[src/rtl/mem_ram_seq.sv]
// Strobe sequencer for the three local DRAM banks: single-word accesses with
// row/column multiplexing on AA_9_0, plus periodic CBR refresh arbitrated against requests.
module mem_ram_seq #(
  parameter int T_RCD        = 2,
  parameter int T_CAS        = 2,
  parameter int T_RP         = 2,
  parameter int T_REF        = 3,
  parameter int REF_INTERVAL = 1000
) (
  input  logic        sysclk,
  input  logic        sys_rst_n,
  input  logic        MREQ,
  input  logic        MWR,
  input  logic [21:0] MADDR,
  output logic        MACK,
  output logic        MERR,
  output logic        BUSY,
  output logic [9:0]  AA_9_0,
  output logic        RAS,
  output logic        CAS,
  output logic        BANK0,
  output logic        BANK1,
  output logic        BANK2,
  output logic        MWRITE50_n,
  output logic        REF_LATE
);

  localparam int CW = $clog2(REF_INTERVAL);
  localparam int WW = 16;
  localparam logic [CW-1:0] REF_RELOAD = CW'(REF_INTERVAL - 1);

  typedef enum logic [3:0] {
    IDLE, ROW, RAS_W, COL, CAS_W, PRE, RROW, RREF, ERR
  } state_t;

  state_t          state_r;
  logic [WW-1:0]   wcnt_r;
  logic [1:0]      bank_r;
  logic [9:0]      row_r;
  logic [9:0]      col_r;
  logic            wr_r;
  logic [CW-1:0]   ref_cnt_r;
  logic            ref_pending_r;
  logic            ref_expire_s;
  logic            ref_take_s;

  function automatic logic [2:0] bank_onehot(input logic [1:0] b);
    logic [2:0] oh;
    case (b)
      2'd0:    oh = 3'b001;
      2'd1:    oh = 3'b010;
      2'd2:    oh = 3'b100;
      default: oh = 3'b000;
    endcase
    return oh;
  endfunction

  assign ref_expire_s = (ref_cnt_r == {CW{1'b0}});
  assign ref_take_s   = (state_r == IDLE) && ref_pending_r;

  // Refresh interval counter, pending request and sticky overrun flag.
  always_ff @(posedge sysclk or negedge sys_rst_n) begin
    if (!sys_rst_n) begin
      ref_cnt_r     <= REF_RELOAD;
      ref_pending_r <= 1'b0;
      REF_LATE      <= 1'b0;
    end else begin
      if (ref_expire_s) begin
        ref_cnt_r     <= REF_RELOAD;
        ref_pending_r <= 1'b1;
        // An expiry landing on the RROW entry simply re-arms the request.
        if (ref_pending_r && !ref_take_s) begin
          REF_LATE <= 1'b1;
        end
      end else begin
        ref_cnt_r <= ref_cnt_r - CW'(1);
        if (ref_take_s) begin
          ref_pending_r <= 1'b0;
        end
      end
    end
  end

  // Access/refresh FSM; outputs are registered from the current state.
  always_ff @(posedge sysclk or negedge sys_rst_n) begin
    if (!sys_rst_n) begin
      state_r    <= IDLE;
      wcnt_r     <= {WW{1'b0}};
      bank_r     <= 2'd0;
      row_r      <= 10'd0;
      col_r      <= 10'd0;
      wr_r       <= 1'b0;
      MACK       <= 1'b0;
      MERR       <= 1'b0;
      BUSY       <= 1'b0;
      AA_9_0     <= 10'd0;
      RAS        <= 1'b0;
      CAS        <= 1'b0;
      BANK0      <= 1'b0;
      BANK1      <= 1'b0;
      BANK2      <= 1'b0;
      MWRITE50_n <= 1'b1;
    end else begin
      MACK <= 1'b0;
      MERR <= 1'b0;
      case (state_r)
        IDLE: begin
          BUSY                <= 1'b0;
          RAS                 <= 1'b0;
          CAS                 <= 1'b0;
          {BANK2,BANK1,BANK0} <= 3'b000;
          MWRITE50_n          <= 1'b1;
          if (ref_pending_r) begin
            state_r <= RROW;
          end else if (MREQ) begin
            bank_r  <= MADDR[21:20];
            row_r   <= MADDR[19:10];
            col_r   <= MADDR[9:0];
            wr_r    <= MWR;
            state_r <= (MADDR[21:20] == 2'd3) ? ERR : ROW;
          end else begin
            state_r <= IDLE;
          end
        end
        ROW: begin
          BUSY                <= 1'b1;
          AA_9_0              <= row_r;
          {BANK2,BANK1,BANK0} <= bank_onehot(bank_r);
          RAS                 <= 1'b0;
          CAS                 <= 1'b0;
          MWRITE50_n          <= 1'b1;
          wcnt_r              <= WW'(T_RCD - 1);
          state_r             <= RAS_W;
        end
        RAS_W: begin
          BUSY                <= 1'b1;
          AA_9_0              <= row_r;
          {BANK2,BANK1,BANK0} <= bank_onehot(bank_r);
          RAS                 <= 1'b1;
          CAS                 <= 1'b0;
          MWRITE50_n          <= 1'b1;
          if (wcnt_r == {WW{1'b0}}) begin
            state_r <= COL;
          end else begin
            wcnt_r <= wcnt_r - WW'(1);
          end
        end
        COL: begin
          BUSY                <= 1'b1;
          AA_9_0              <= col_r;
          {BANK2,BANK1,BANK0} <= bank_onehot(bank_r);
          RAS                 <= 1'b1;
          CAS                 <= 1'b0;
          MWRITE50_n          <= ~wr_r;
          wcnt_r              <= WW'(T_CAS - 1);
          state_r             <= CAS_W;
        end
        CAS_W: begin
          BUSY                <= 1'b1;
          AA_9_0              <= col_r;
          {BANK2,BANK1,BANK0} <= bank_onehot(bank_r);
          RAS                 <= 1'b1;
          CAS                 <= 1'b1;
          MWRITE50_n          <= ~wr_r;
          if (wcnt_r == {WW{1'b0}}) begin
            MACK    <= 1'b1;
            wcnt_r  <= WW'(T_RP - 1);
            state_r <= PRE;
          end else begin
            wcnt_r <= wcnt_r - WW'(1);
          end
        end
        PRE: begin
          BUSY                <= 1'b1;
          RAS                 <= 1'b0;
          CAS                 <= 1'b0;
          {BANK2,BANK1,BANK0} <= 3'b000;
          MWRITE50_n          <= 1'b1;
          if (wcnt_r == {WW{1'b0}}) begin
            state_r <= IDLE;
          end else begin
            wcnt_r <= wcnt_r - WW'(1);
          end
        end
        RROW: begin
          BUSY                <= 1'b1;
          RAS                 <= 1'b0;
          CAS                 <= 1'b1;
          {BANK2,BANK1,BANK0} <= 3'b111;
          MWRITE50_n          <= 1'b1;
          wcnt_r              <= WW'(T_REF - 1);
          state_r             <= RREF;
        end
        RREF: begin
          BUSY                <= 1'b1;
          RAS                 <= 1'b1;
          CAS                 <= 1'b1;
          {BANK2,BANK1,BANK0} <= 3'b111;
          MWRITE50_n          <= 1'b1;
          if (wcnt_r == {WW{1'b0}}) begin
            wcnt_r  <= WW'(T_RP - 1);
            state_r <= PRE;
          end else begin
            wcnt_r <= wcnt_r - WW'(1);
          end
        end
        ERR: begin
          BUSY                <= 1'b1;
          MACK                <= 1'b1;
          MERR                <= 1'b1;
          RAS                 <= 1'b0;
          CAS                 <= 1'b0;
          {BANK2,BANK1,BANK0} <= 3'b000;
          MWRITE50_n          <= 1'b1;
          state_r             <= IDLE;
        end
        default: begin
          BUSY                <= 1'b0;
          RAS                 <= 1'b0;
          CAS                 <= 1'b0;
          {BANK2,BANK1,BANK0} <= 3'b000;
          MWRITE50_n          <= 1'b1;
          state_r             <= IDLE;
        end
      endcase
    end
  end

endmodule

[config.mk]
export PLATFORM = sky130hd
export DESIGN_NAME = mem_ram_seq
export DESIGN_NICKNAME = d
export VERILOG_FILES = /design/src/rtl/mem_ram_seq.sv
export SDC_FILE = /design/constraint.sdc
export NUM_CORES = 1
export LEC_CHECK = 0
export ABC_AREA = 1
export CORE_MARGIN = 3
export CORE_UTILIZATION = 55
export DETAILED_ROUTE_END_ITERATION = 10
export DONT_BUFFER_PORTS = 1
export PLACE_DENSITY = 0.69
export SLEW_MARGIN = 20
export SYNTH_ARGS = -nofsm -noshare
export SYNTH_HDL_FRONTEND = slang
export SYNTH_SLANG_ARGS = --single-unit
[constraint.sdc]
create_clock -name sysclk -period 2 [get_ports sysclk]
set_input_delay 0.5 -clock sysclk [delete_from_list [all_inputs] [get_ports sysclk]]
set_output_delay 0.5 -clock sysclk [all_outputs]
set_load 0.02 [all_outputs]
==> results.cfg <==
[sta]
setup_viol = 0
max_freq_ghz = 0.582
fin_crit_ps = 1720
setup_tns_ps = 0
slew_violations = 0
setup_slack_ps = 283
relSlewSlack_pct = 74.6
hold_ws_ps = -160
final_hold_viol_count = 65
finClkSkew_ps = 6.81
post-route-period-util_pct = 85.8
worst_pin_slew_ps = 381
rsz0062_at_grt = false

[clocking]
clock_path_buffers = 2
insertion_delay_ps = 340
cts_tree = done
ctsRootBufferMaster = clkbuf_8
post_cts_buffers = 0
cts_sinks = 74
clk_pin_slew_worst_paths_ps = 80
cts_resized = 0
numCtsBuffers = 9
cts.htree.levels = 3

[yosys]
syn-cell-area_sq_um = 3700
ys.flop_type = dfrtp_1
synth-async-reset-ratio_pct = 100
yosysUniqueCellTypes = 30
synth_top_family_by_area = simple AND/OR/NAND/NOR gates
synth-xor-area-share_pct = 2.13
synth_compound_area_share_pct = 8.22
seq_area_frac_synth_pct = 50.3
yosys.area_share.adder_pct = 1.01
muxShareOfSynthArea_pct = 0
yosys.area_share.simple_pct = 30.6
mappedNetlistNets = 486
avgSynthCellArea_sq_um = 8.10
syn_inst = 457
ys_warn_count = 0
synth_edf_count = 0
ys_seq_elements = 74

[final_layout]
diodes = 0
area_growth_pct = 7.61
final_layout_size_suffix_gt1_share_pct = 12.0
final_nets = 490
fill_cells = 551

[grt]
grt_pass1_wl_mm = 12.4
first_global_vias = 2672
grt_overflow = 0
antenna_found_initial = 0
grt.total_usage_pct = 20.7
grt_max_degree = 75

[route]
wl_per_cell_microns = 13.5
drc_errors = 0
finalWirelength_mm = 7.33
final_antenna_net_count = 0
drt_pass1_iterations = 5
vias = 2801
vias_per_cell = 5.16
drtIter0Drc = 152

[place]
numPortBuffers = 0
place_ws_ps = 310
place_congestion = 0.875
dp_hpwl_mm = 5.20

[status]
status = finished, violations left
violations = hold timing

[die]
core-area_sq_um = 6420
rows = 29
die_height_microns = 88.0
die_area_sq_um = 7750
die_w_microns = 88.0
start_util_pct = 57.6
ioPinCount = 46

[power]
power_mw = 6.67
pwr-share-clk_pct = 19.5
p_int_mw = 3.65
comb_power_share_pct = 42.0
p_per_area_nw_per_um2 = 1670
switching_share_pct = 45.3
power_switching_mw = 3.02
p_seq_share_pct = 38.6
vdd_drop_max_uv = 871
leakage_nw = 2.08

[critical_path]
startpoint_type = register
critPathCaptureType = register
rr_endpoint = wcnt_r[0]
r2r-start = state_r[0]
r2r_setup_slack_ps = 280
crit_required_ps = 2240
arrival_ps = 1960
cp_max_fo = 15
ff2ff_path_depth = 9
crit_type = register to register

[flow_run]
max_cap_viol_count = 0

[min_path]
hp-class = input port to asynchronous set/reset pin
-- cells by family (layout without fill, tap and decap cells) --
| kind of cell | Yosys count | after routing |
|---|---|---|
| and+or+nand+nor | 257 | 257 |
| DFF | 74 | 74 |
| buffers and inverters | 69 | 78 |
| AOI/OAI and AO/OA | 45 | 45 |
| xor gates and xnor gates | 9 | 9 |
| adders and majority gates | 3 | 3 |
-- cell usage after synthesis, drive strengths merged (2+ instances only) --
cell type | number | area share (%)
a21oi | 3 | 0.71
a31oi | 11 | 1.9
buf | 10 | 1.7
dfrtp | 65 | 44
dfstp | 9 | 6.4
ha | 3 | 1.0
inv | 58 | 5.9
nand2 | 166 | 18
nand3 | 21 | 3.2
nand4 | 11 | 1.9
nor2 | 56 | 7.0
nor3 | 3 | 0.71
o2111ai | 5 | 1.2
o21ai | 16 | 2.4
o21bai | 6 | 1.2
o31ai | 2 | 0.41
xor2 | 9 | 2.1
-- sequential cells by signal, summed over array words and instances, names as in the netlist --
| signal | flops |
|---|---|
| AA_9_0 | 10 |
| BANK0 | 1 |
| BANK1 | 1 |
| BANK2 | 1 |
| BUSY | 1 |
| CAS | 1 |
| MACK | 1 |
| MERR | 1 |
| MWRITE50_n | 1 |
| RAS | 1 |
| REF_LATE | 1 |
| bank_r | 2 |
| col_r | 10 |
| ref_cnt_r | 10 |
| ref_pending_r | 1 |
| row_r | 10 |
| state_r | 4 |
| wcnt_r | 16 |
| wr_r | 1 |
-- area by class of cell --
class	count	area [sq um]	area share, %
sequential	74	1860	46.8
multi-input combinational	314	1550	39.0
tap	77	96.3	2.42
inverter	59	221	5.56
clock inverter	7	101	2.54
timing repair buffer	3	22.5	0.566
clock buffer	9	124	3.11
-- worst max-delay path: stages, from the launching register on --
cell and delay, ps:
dfrtp_1 470, inv_1 110, nor2_2 160, nand2_2 90, nand2_4 120, nand3_4 170
nand2_4 220, inv_1 110, nor2_1 130, a21oi_2 40
-- power groups by stage --
stage | clock [mW] | sequential (mW) | combinational (mW)
floorplan | 0 | 2.51 | 2.30
global placement | 0 | 2.60 | 2.73
detailed placement | 0 | 2.61 | 2.80
CTS | 1.32 | 2.58 | 2.81
global route | 1.40 | 2.64 | 3.22
finish | 1.30 | 2.57 | 2.80
-- placed cells by master (no fill, tap or decap) --
cell type   instances
a21oi_2             3
a22oi_1             1
a31oi_1            11
a32o_1              1
buf_4               3
bufinv_16           2
clkbuf_8            9
clkinv_1            1
clkinv_4            1
clkinvlp_4          2
dfrtp_1            65
dfstp_2             9
ha_1                3
inv_1              54
inv_2               4
inv_6               2
nand2_1           159
nand2_2             3
nand2_4             4
nand3_1            20
nand3_4             1
nand4_1            11
nor2_1             46
nor2_2              5
nor2_4              5
nor3_1              2
nor3_4              1
o2111ai_1           5
o21ai_0            13
o21ai_1             1
o21ai_2             2
o21bai_1            6
o31ai_1             2
xor2_1              9
-- layer usage --
layer  GRT usage (%)  vias to the layer above  routed length (microns)
met5               0                        -                        0
met4            6.87                        0                       70
met3            7.62                        8                      481
met2            32.6                       69                     3430
met1            26.6                     1266                     3340
li1                -                     1458                        -
-- worst max path at each step --
stage,from,slack [ps],endpoint
final,state_r[0],280,wcnt_r[0]
after detailed placement,state_r[0],310,wcnt_r[0]
after global routing,wcnt_r[0],110,wcnt_r[11]
after CTS,state_r[0],300,wcnt_r[0]
after floorplan,wcnt_r[0],520,wcnt_r[10]
after global placement,state_r[3],320,wcnt_r[0]
-- stage by stage --
| stage | utilization, % | cells | hold WS (ps) | area [sq um] |
|---|---|---|---|---|
| after floorplan | - | 457 | 204 | 3700 |
| after global placement | 58.5 | 527 | 206 | 3760 |
| after detailed placement | 58.5 | 527 | 206 | 3760 |
| after CTS | 62.0 | 543 | -179 | 3980 |
| after global routing | 62.0 | 543 | -187 | 3980 |
| final | 62.0 | 543 | -160 | 3980 |
Power figures use the tool's default switching activity.
